`config.mk`:
```
export PLATFORM = sky130hd
export DESIGN_NAME = key_scan_decoder_flat
export DESIGN_NICKNAME = d
export VERILOG_FILES = /design/src/rtl/key_scan_decoder_pkg.sv /design/src/rtl/key_scan_decoder_if.sv /design/src/rtl/key_scan_decoder_key_debounce.sv /design/src/rtl/key_scan_decoder.sv /design/src/flat_wrapper.sv
export SDC_FILE = /design/constraint.sdc
export NUM_CORES = 1
export LEC_CHECK = 0
export ABC_AREA = 1
export CAP_MARGIN = 0
export CORE_ASPECT_RATIO = 1.4
export CORE_UTILIZATION = 35
export CTS_CLUSTER_SIZE = 8
export DETAILED_ROUTE_END_ITERATION = 8
export PLACE_DENSITY = 0.65
export SLEW_MARGIN = 20
export SYNTH_ARGS = -nofsm -noshare
export SYNTH_HDL_FRONTEND = slang
export SYNTH_SLANG_ARGS = --single-unit
```
`constraint.sdc`:
```
create_clock -name clk -period 3.4 [get_ports clk]
set_clock_uncertainty 0.05 [all_clocks]
set_input_delay 0.85 -clock clk [delete_from_list [all_inputs] [get_ports clk]]
set_output_delay 0.85 -clock clk [all_outputs]
set_load 0.05 [all_outputs]
```
`src/rtl/key_scan_decoder_pkg.sv`:
```
// Shared definitions for the key scan receiver and the tone logic.
//   NKEYS     : keys per scan frame
//   IDX_W     : scan index width
//   state_t   : note FSM state {IDLE, HELD}
//   lowest_set: index of the lowest set bit (0 when none are set)
package key_scan_decoder_pkg;

   localparam int unsigned NKEYS = 8;
   localparam int unsigned IDX_W = 3;

   typedef enum logic {
      IDLE,
      HELD
   } state_t;

   // Monophonic priority: the lowest key index wins.
   function automatic logic [IDX_W-1:0] lowest_set(input logic [NKEYS-1:0] v);
      logic [IDX_W-1:0] r;
      r = '0;
      for (int i = NKEYS - 1; i >= 0; i--) begin
         if (v[i]) r = IDX_W'(i);
      end
      return r;
   endfunction

endpackage

```
`src/rtl/key_scan_decoder_if.sv`:
```
// Scan-side and note-side signals of the key scan decoder.
//   ce, scan_idx, key_in           : scan step strobe, index, sense line (1 = pressed)
//   note, note_valid               : resolved held key and its valid flag
//   press_stb, rel_stb             : one-cycle press / release pulses
// master: the scan source / tone consumer; slave: key_scan_decoder.
interface key_scan_decoder_if;
   import key_scan_decoder_pkg::*;

   logic             ce;
   logic [IDX_W-1:0] scan_idx;
   logic             key_in;
   logic [IDX_W-1:0] note;
   logic             note_valid;
   logic             press_stb;
   logic             rel_stb;

   modport master (
      output ce, scan_idx, key_in,
      input  note, note_valid, press_stb, rel_stb
   );

   modport slave (
      input  ce, scan_idx, key_in,
      output note, note_valid, press_stb, rel_stb
   );

endinterface

```
`src/rtl/key_scan_decoder_key_debounce.sv`:
```
// One key's debouncer: a saturating agreement counter and the stable state.
// Build option KEY_SCAN_DEBOUNCE_EN: when undefined, samples go straight to
// the stable bit and no counter is built.
//   clk, rst_n : clock, asynchronous active-low reset
//   sample_en  : this key is being sampled this cycle
//   sample     : sensed level (1 = pressed)
//   stable     : registered debounced state
//   stable_nxt : value stable takes at the next edge
module key_debounce #(
   parameter int unsigned DEB_CNT = 4
) (
   input  logic clk,
   input  logic rst_n,
   input  logic sample_en,
   input  logic sample,
   output logic stable,
   output logic stable_nxt
);

   if (DEB_CNT < 1 || DEB_CNT > 15) begin : g_bad_deb_cnt
      $error("DEB_CNT must be in 1..15");
   end

   logic stable_q, stable_d;

`ifdef KEY_SCAN_DEBOUNCE_EN
   localparam int unsigned CW = $clog2(DEB_CNT + 1);
   localparam logic [CW-1:0] LastCnt = CW'(DEB_CNT - 1);

   logic [CW-1:0] cnt_q, cnt_d;

   // The flip happens on the DEB_CNT-th disagreeing sample, so the counter
   // tops out at DEB_CNT-1 and cannot wrap.
   always_comb begin
      cnt_d    = cnt_q;
      stable_d = stable_q;
      if (sample_en) begin
         if (sample == stable_q) begin
            cnt_d = '0;
         end else if (cnt_q == LastCnt) begin
            stable_d = ~stable_q;
            cnt_d    = '0;
         end else begin
            cnt_d = cnt_q + CW'(1);
         end
      end
   end

   always_ff @(posedge clk or negedge rst_n) begin
      if (!rst_n) begin
         cnt_q    <= '0;
         stable_q <= 1'b0;
      end else begin
         cnt_q    <= cnt_d;
         stable_q <= stable_d;
      end
   end
`else
   always_comb begin
      stable_d = stable_q;
      if (sample_en) stable_d = sample;
   end

   always_ff @(posedge clk or negedge rst_n) begin
      if (!rst_n) stable_q <= 1'b0;
      else        stable_q <= stable_d;
   end
`endif

   assign stable     = stable_q;
   assign stable_nxt = stable_d;

endmodule

```
`src/rtl/key_scan_decoder.sv`:
```
// Receiving end of the 8-step key scan: per-key debounce, then at each frame
// end (CE with scan index 7) resolves one held note, lowest index first, and
// pulses press/release strobes. Build option KEY_SCAN_DEBOUNCE_EN enables the
// per-key debounce counters.
//   clk, rst_n : clock, asynchronous active-low reset
//   bus        : key_scan_decoder_if.slave (scan inputs, note outputs)
module key_scan_decoder
   import key_scan_decoder_pkg::*;
#(
   parameter int unsigned DEB_CNT = 4
) (
   input  logic                  clk,
   input  logic                  rst_n,
   key_scan_decoder_if.slave     bus
);

   logic [NKEYS-1:0] stable;
   logic [NKEYS-1:0] stable_nxt;
   logic [NKEYS-1:0] key_vec;
   logic             frame_end;
   logic [IDX_W-1:0] low_idx;

   for (genvar i = 0; i < NKEYS; i++) begin : g_key
      key_debounce #(
         .DEB_CNT (DEB_CNT)
      ) u_key_debounce (
         .clk        (clk),
         .rst_n      (rst_n),
         .sample_en  (bus.ce && (bus.scan_idx == IDX_W'(i))),
         .sample     (bus.key_in),
         .stable     (stable[i]),
         .stable_nxt (stable_nxt[i])
      );
   end

   // At frame end the resolution must already see key 7's sample from this
   // same cycle, so fold in the next-state vector whenever a sample lands.
   assign key_vec   = bus.ce ? stable_nxt : stable;
   assign frame_end = bus.ce && (bus.scan_idx == IDX_W'(NKEYS - 1));
   assign low_idx   = lowest_set(key_vec);

   state_t           state_q;
   logic [IDX_W-1:0] note_q;
   logic             note_valid_q;
   logic             press_stb_q;
   logic             rel_stb_q;

   always_ff @(posedge clk or negedge rst_n) begin
      if (!rst_n) begin
         state_q      <= IDLE;
         note_q       <= '0;
         note_valid_q <= 1'b0;
         press_stb_q  <= 1'b0;
         rel_stb_q    <= 1'b0;
      end else begin
         press_stb_q <= 1'b0;
         rel_stb_q   <= 1'b0;
         if (frame_end) begin
            unique case (state_q)
               IDLE: begin
                  if (|key_vec) begin
                     state_q      <= HELD;
                     note_q       <= low_idx;
                     note_valid_q <= 1'b1;
                     press_stb_q  <= 1'b1;
                  end
               end
               HELD: begin
                  if (!(|key_vec)) begin
                     // note_q keeps the last released key.
                     state_q      <= IDLE;
                     note_valid_q <= 1'b0;
                     rel_stb_q    <= 1'b1;
                  end else if (low_idx != note_q) begin
                     note_q      <= low_idx;
                     press_stb_q <= 1'b1;
                  end
               end
               default: state_q <= IDLE;
            endcase
         end
      end
   end

   assign bus.note       = note_q;
   assign bus.note_valid = note_valid_q;
   assign bus.press_stb  = press_stb_q;
   assign bus.rel_stb    = rel_stb_q;

endmodule

```
`src/flat_wrapper.sv`:
```
// flat-port wrapper written by rule: the top's interface ports become plain ports
module key_scan_decoder_flat import key_scan_decoder_pkg::*;
#(
   parameter int unsigned DEB_CNT = 4
)
  (clk, rst_n, bus_ce, bus_scan_idx, bus_key_in, bus_note, bus_note_valid, bus_press_stb, bus_rel_stb);
  key_scan_decoder_if bus_i ();
  input  logic clk;
  input  logic rst_n;
  input wire logic [$bits(bus_i.ce)-1:0] bus_ce;
  input wire logic [$bits(bus_i.scan_idx)-1:0] bus_scan_idx;
  input wire logic [$bits(bus_i.key_in)-1:0] bus_key_in;
  output wire logic [$bits(bus_i.note)-1:0] bus_note;
  output wire logic [$bits(bus_i.note_valid)-1:0] bus_note_valid;
  output wire logic [$bits(bus_i.press_stb)-1:0] bus_press_stb;
  output wire logic [$bits(bus_i.rel_stb)-1:0] bus_rel_stb;
  assign bus_i.ce = bus_ce;
  assign bus_i.scan_idx = bus_scan_idx;
  assign bus_i.key_in = bus_key_in;
  assign bus_note = bus_i.note;
  assign bus_note_valid = bus_i.note_valid;
  assign bus_press_stb = bus_i.press_stb;
  assign bus_rel_stb = bus_i.rel_stb;
  key_scan_decoder #(.DEB_CNT(DEB_CNT)) u_core (.clk(clk), .rst_n(rst_n), .bus(bus_i));
endmodule
```
==> summary.md, run 1 <==
| Metric | Value |
|---|---|
| Status | complete, no violations |
| CP required | about 3500 ps |
| Final Instance Area | 1170 um2 |
| Fin nets | 160 |
| Antenna violations before repair | 0 |
| Gr ovfl total | 0 |
| Worst slew margin | 55.0% |
| Simple-gate share of the synthesized area | 45.9% |
| Startpoint Class | input port |
| Residual DRC count | 0 |
| F_max | 0.340 GHz |
| Clock transition at path regs | 90 ps |
| Syn-to-layout area delta | 19.5% |
| Max H-tree Level | 1 |
| HP Start | u_core.g_key[5].u_key_debounce.stable$_DFF_PN0_ |
| Post CTS Setup Buffer Count | 0 |
| Post-synthesis compound-gate area fraction | 2.93% |
| Setup TNS | 0 ps |
| Leakage power figure | 0.612 nW |
| # clock sinks | 15 |
| Post-Synthesis Cells | 134 |
| Reg2reg start | u_core.g_key[7].u_key_debounce.stable$_DFF_PN0_ |
| Cell Area, Synth | 982 um2 |
| DR vias | 801 |
| Clk Latency, worst-skew pair | between 200 and 300 ps |
| Diodes inserted | 0 |
| Power Density | 468 nW/um2 |
| Synth unique cells | 20 |
| Remaining antenna violation count | 0 |
| Final Power | 0.549 mW |
| PortBufs | 12 |
| Clock root buffer | clkbuf_4 |
| Yosys warning count | 0 |
| Hold-fix buffer count after cts | 0 |
| CTS resizes | 0 |
| DR iter-0 viols | 19 |
| Largest family of logic cells by synthesized area | simple AND/OR/NAND/NOR gates |
| Die H | 64.7 um |
| Placed instance count | 182 |
| Post-synthesis adder-cell area fraction | 2.55% |
| Largest net degree at the start of global routing | 16 |
| WL final | 1870 um |
| Core ar. | ~2600 um2 |
| CP max FO | 5 |
| Max Cap Viol | 0 |
| Area after DPL | 1150 um2 |
| Max Buffers Root-to-Sink | 2 |
| Layout cells sized above 1 | 21.3% |
| Crit. End Element | register |
| RD Place Congestion | between 0.8 and 0.9 |
| Vias per cell | 4.31 |
| Sequential element share of the synthesized area | between 30% and 40% |
| Critical Path AT | 3080 ps |
| Global-route wire length before repair | approximately 3200 um |
| Final period utilization | slightly below 90% |
| HP Class | reg -> reg |
| Unrepaired setup endpoints after global routing | false |
| Area of the die | 3030 um2 |
| Multiplexer share of the synthesized area | 0% |
| Syn avg cell area | 7.33 um2 |
| Io pins | 13 |
| Worst slew pin tran | 673 ps |
| Hold Vio Cnt, Final | 0 |
| Synth Area in XOR/XNOR | 0% |
| Largest cells by area after synthesis | dfrtp_1 (38%), nand2_1 (16%), nand2_2 (8.9%) |
| DR pass1 iterations | 4 |
| FF+latch count, synth | 15 |
| Setup violators final | 0 |
| Worst VDD drop | 285 uV |
| Vias in the first global route | 805 |
| WL per Instance | 10.1 um |
| Synth Net Count | 143 |
| Yosys top cell by area | dfrtp_1 |
| Yosys top cell area share | 38.2% |
| Initial core utilization | 37.2% |
| HPWL Detailed | 1470 um |
| Count of final max-slew check failures | 0 |
| Site Rows | 22 |
| Critical path startpoint | bus_scan_idx[0] |
| CTS tree | yes |
| Crit Path Category | in -> reg |
| Num CTS Buffers | 3 |
| Fin cells | roughly 190 |
| DIE WIDTH | 46.8 um |
| Total track usage | 14.7% |
| Final worst path period need | 2940 ps |
==> cells in the mapped netlist <==
master,count
nand3_2,2
nor3_1,2
ha_1,2
nor2_2,1
o21ai_1,1
inv_2,3
nor2_1,4
a21oi_1,2
dfrtp_1,15
o21bai_1,1
nand3b_1,1
nand2_1,41
nor2_4,7
clkinv_2,1
nand2_2,14
clkinv_1,1
inv_1,22
nand3_1,12
nand2_4,1
a31oi_1,1
==> final cells by class <==
cell class | count | area [um2]
Fill cell | 274 | 1470
Multi-Input combinational cell | 92 | 504
Sequential cell | 15 | 375
Timing Repair Buffer | 12 | 120
Inverter | 27 | 103
Tap cell | 36 | 45.0
Clock buffer | 4 | 26.3
==> worst max-delay path, cell delays in order <==
cell and delay (ps):
clkdlybuf4s50_1 520, nor2_1 310, nand3_1 150, nand2_2 130, nor2_4 50, nand2_2 70, nor3_1 70, ha_1 210
nor3_1 480, nand2_2 100, nand2_1 70, nand2_1 50
==> path summary, 6_finish.rpt <==
path,endpoint,slack [ps],cells past startpoint
worst max-delay path,u_core.bus.note[1]$_DFFE_PN0P_,460,12
worst min-delay path,u_core.g_key[5].u_key_debounce.stable$_DFF_PN0_,480,2
worst max register to register,u_core.bus.note[1]$_DFFE_PN0P_,1610,10
worst min register to register,u_core.g_key[5].u_key_debounce.stable$_DFF_PN0_,480,2
max in group asynchronous,u_core.g_key[1].u_key_debounce.stable$_DFF_PN0_,1960,1
min in group asynchronous,u_core.bus.note[2]$_DFFE_PN0P_,920,1
==> per-layer routing <==
| metal | global-route usage [%] | vias up | part of all wire, % |
|---|---|---|---|
| li1 | - | 434 | - |
| met1 | 17.7 | 346 | 45 |
| met2 | 24.1 | 16 | 49 |
| met3 | 1.67 | 5 | 3.3 |
| met4 | 8.57 | 0 | 2.5 |
| met5 | 0 | - | 0 |
==> flip-flops by register name (all words and copies together) (netlist names) <==
name	flops
u_core.g_key.u_key_debounce.stable	8
u_core.bus.note	3
u_core.bus.note_valid	1
u_core.bus.press_stb	1
u_core.bus.rel_stb	1
u_core.state_q	1
==> cell usage in the layout, fill, tap and decap left out, types with 2 or more instances in the layout <==
cell	synthesis	layout
nand2_2	14	14
ha_1	2	2
a21oi_1	2	2
dfrtp_1	15	15
nor2_4	7	7
nand2_1	41	41
nand3_2	2	2
nand3_1	12	12
clkbuf_4	0	3
nor3_1	2	2
nor2_1	4	4
clkdlybuf4s50_1	0	12
inv_2	3	3
inv_1	22	22
==> logic make-up (layout without fill, tap and decap cells) <==
logic type	after synthesis	after routing
buffers and inverters	27	43
AOI/OAI and AO/OA	5	5
and+or+nand+nor	85	85
DFF	15	15
adders and majority gates	2	2
==> power by group <==
part           total (mW)  internal (mW)  switching [mW]
Clock               0.104         0.0457          0.0583
Sequential          0.226          0.209          0.0171
Combinational       0.219         0.0752           0.144
Total               0.549          0.330           0.219
==> through the flow <==
stage          setup slack [ps]  hold slack [ps]  util (%)
2_1_floorplan              1000              432         -
3_3_place_gp                246              448      43.4
3_5_place_dp                140              464      43.4
4_1_cts                     437              488      44.4
5_1_grt                     210              504      44.4
6_report                    462              477      44.4
No activity file was read; power rests on OpenSTA's default activity.
==> run 2, diff against run 1 <==
Clock period 3.4 ns to 2.8 ns, I/O delays scaled along.
==> run 2 against run 1 <==
Against the previous run:
- hold slack got worse by 4.4 ps
- first-iteration DRC count fell by 11%
- clock-buffer cell count is 1 lower
- sequential cell count did not move
- total power up 28%
- sequential share of layout area is 2.8 points lower
- critical path depth is the same
- clock power grew 17%
- final area up 9.5%
- critical path type unchanged
- critical endpoint is now u_core.bus.note_valid$_DFFE_PN0P_
- largest cell class unchanged
- largest power group is now combinational logic
==> summary.md, run 2 (synthesis results as in run 1) <==
| Metric | Value |
|---|---|
| Leakage power figure | 0.687 nW |
| Hold Vio Cnt, Final | 0 |
| Global-route wire length before repair | between 3000 and 4000 um |
| RR Endpoint | u_core.bus.note_valid$_DFFE_PN0P_ |
| Vias in the first global route | 879 |
| Max reg flops | 8 |
| Reg2reg start | u_core.g_key[7].u_key_debounce.stable$_DFF_PN0_ |
| HPWL Detailed | 1600 um |
| WHS | 473 ps |
| Post CTS Setup Buffer Count | 0 |
| HP Class | reg -> reg |
| CP required | 2920 ps |
| Fin nets | 174 |
| Area of the multi-input gates | 509 um2 |
| CP max FO | 5 |
| DR vias | 889 |
| F_max | 0.380 GHz |
| Io pins | 13 |
| Place WS | -170 ps |
| Layout cells sized above 1 | 29.3% |
| HP Start | u_core.bus.note[1]$_DFFE_PN0P_ |
| Critical Path AT | 2760 ps |
| Worst VDD drop | 378 uV |
| DR iter-0 viols | 17 |
| Site Rows | 22 |
| Clk Latency, worst-skew pair | 280 ps |
| Residual DRC count | 0 |
| Most common cell after layout, fill and taps aside | nand2_1 |
| Setup WS post-layout | 167 ps |
| Worst slew pin tran | around 670 ps |
| Placed instance count | 196 |
| # clock sinks | 15 |
| FF-to-FF path depth | 8 |
| Crit. End Element | register |
| Area of the die | 3030 um2 |
| DR pass1 iterations | 6 |
| Syn-to-layout area delta | 30.8% |
| Remaining antenna violation count | 0 |
| Most frequent cells in the layout | nand2_1 (41), inv_1 (22), dfrtp_1 (15) |
| Diodes inserted | 0 |
| Count of final max-slew check failures | 0 |
| Largest net degree at the start of global routing | 16 |
| Initial core utilization | 37.2% |
| Startpoint Class | input port |
| WL final | a little under 2000 um |
| Num CTS Buffers | 3 |
| Fin cells | 200 |
| Unrepaired setup endpoints after global routing | false |
| Hold Path End | u_core.bus.note[1]$_DFFE_PN0P_ |
| Reg area | roughly 380 um2 |
| Fillers | 285 |
| Clock root buffer | clkbuf_4 |
| WL per Instance | approximately 10 um |
| Gr ovfl total | 0 |
| Power Density | ~550 nW/um2 |
| Worst hold path stage count | 2 |
| RD Place Congestion | ~0.76 |
| Crit Path Category | in -> reg |
| Die H | 64.7 um |
| Core ar. | 2640 um2 |
| Max Cap Viol | 0 |
| Worst slew margin | 55.0% |
| Reg2reg setup slack | 1000 ps |
| Total track usage | 15.1% |
| PortBufs | 12 |
| Final period utilization | 94.0% |
| DIE WIDTH | 46.8 um |
| Setup violators final | 0 |
| Status | complete, no violations |
| CTS tree | yes |
| Vias per cell | 4.45 |
| Max H-tree Level | 1 |
| Antenna violations before repair | 0 |
| Final worst path period need | 2630 ps |
| Util after Layout | roughly 50% |
| Clock transition at path regs | ~90 ps |
| Max Buffers Root-to-Sink | 2 |
## run 2: cell count changes in the layout (fill, tap and decap cells not counted)
cell      change
clkbuf_1      -1
buf_4        +14
clkinv_2      +1
nor3_1        -1
nor3_2        +1
## run 2: area by class of cell
type | count | share of cell area (%)
Sequential cell | 15 | 29.2
Inverter | 27 | 7.98
Clock inverter | 1 | 0.389
Multi-Input combinational cell | 92 | 39.6
Timing Repair Buffer | 26 | 17.5
Clock buffer | 3 | 1.75
Tap cell | 36 | 3.51
## run 2: worst max path at each step
stage | from | endpoint | slack, ps | cells after the start
2_1_floorplan | bus_ce | u_core.bus.note[2]$_DFFE_PN0P_ | 550 | 13
3_3_place_gp | bus_scan_idx[1] | u_core.bus.note[2]$_DFFE_PN0P_ | -110 | 14
3_5_place_dp | bus_scan_idx[2] | u_core.bus.note[2]$_DFFE_PN0P_ | -170 | 14
4_1_cts | bus_scan_idx[2] | u_core.bus.note[1]$_DFFE_PN0P_ | 130 | 14
5_1_grt | bus_scan_idx[1] | u_core.bus.note_valid$_DFFE_PN0P_ | 70 | 12
6_report | bus_scan_idx[0] | u_core.bus.note_valid$_DFFE_PN0P_ | 170 | 12
## run 2: power breakdown
group	leakage, nW	internal [mW]	switching [mW]	total, mW
sequential	0.183	0.254	0.0219	0.276
combinational	0.487	0.121	0.184	0.305
clock	0.0177	0.0530	0.0691	0.122
total	0.687	0.428	0.275	0.703
## run 2: routing by layer
| layer | global-route usage [%] | wire [um] | up-vias |
|---|---|---|---|
| met4 | 6.07 | 28 | 0 |
| met2 | 28.6 | 1110 | 16 |
| met1 | 15.5 | 801 | 406 |
| met5 | 0 | 0 | - |
| li1 | - | - | 463 |
| met3 | 1.67 | 46 | 4 |
## run 2: metrics by stage
step	setup TNS (ps)	total power, mW	area, um2
4_1_cts	0	0.713	1280
2_1_floorplan	0	0.472	982
5_1_grt	0	0.755	1280
3_5_place_dp	-621	0.586	1250
3_3_place_gp	-290	0.581	1250
6_report	0	0.703	1280
## run 2: what timing repair did
action | CTS | global route
hold buffers | 0 | 0
gates resized for setup | 0 | 1
setup endpoints to repair | 0 | 3
## run 2: critical path: stages
cell and delay (ps):
clkdlybuf4s50_1 480, buf_4 180, nor2_4 140, nand2_1 90, nand2_1 90, nand2_2 80, nor2_4 80, nand2_2 50
nor3_1 300, ha_1 320, a21oi_1 180, a31oi_1 50
==> run 3, diff against run 2 <==
Settings changed: CTS_CLUSTER_DIAMETER from default to 40, REMOVE_ABC_BUFFERS from default to 1.
==> results of run 3 <==
Final layout, timing and power as in run 2 (identical DEF).
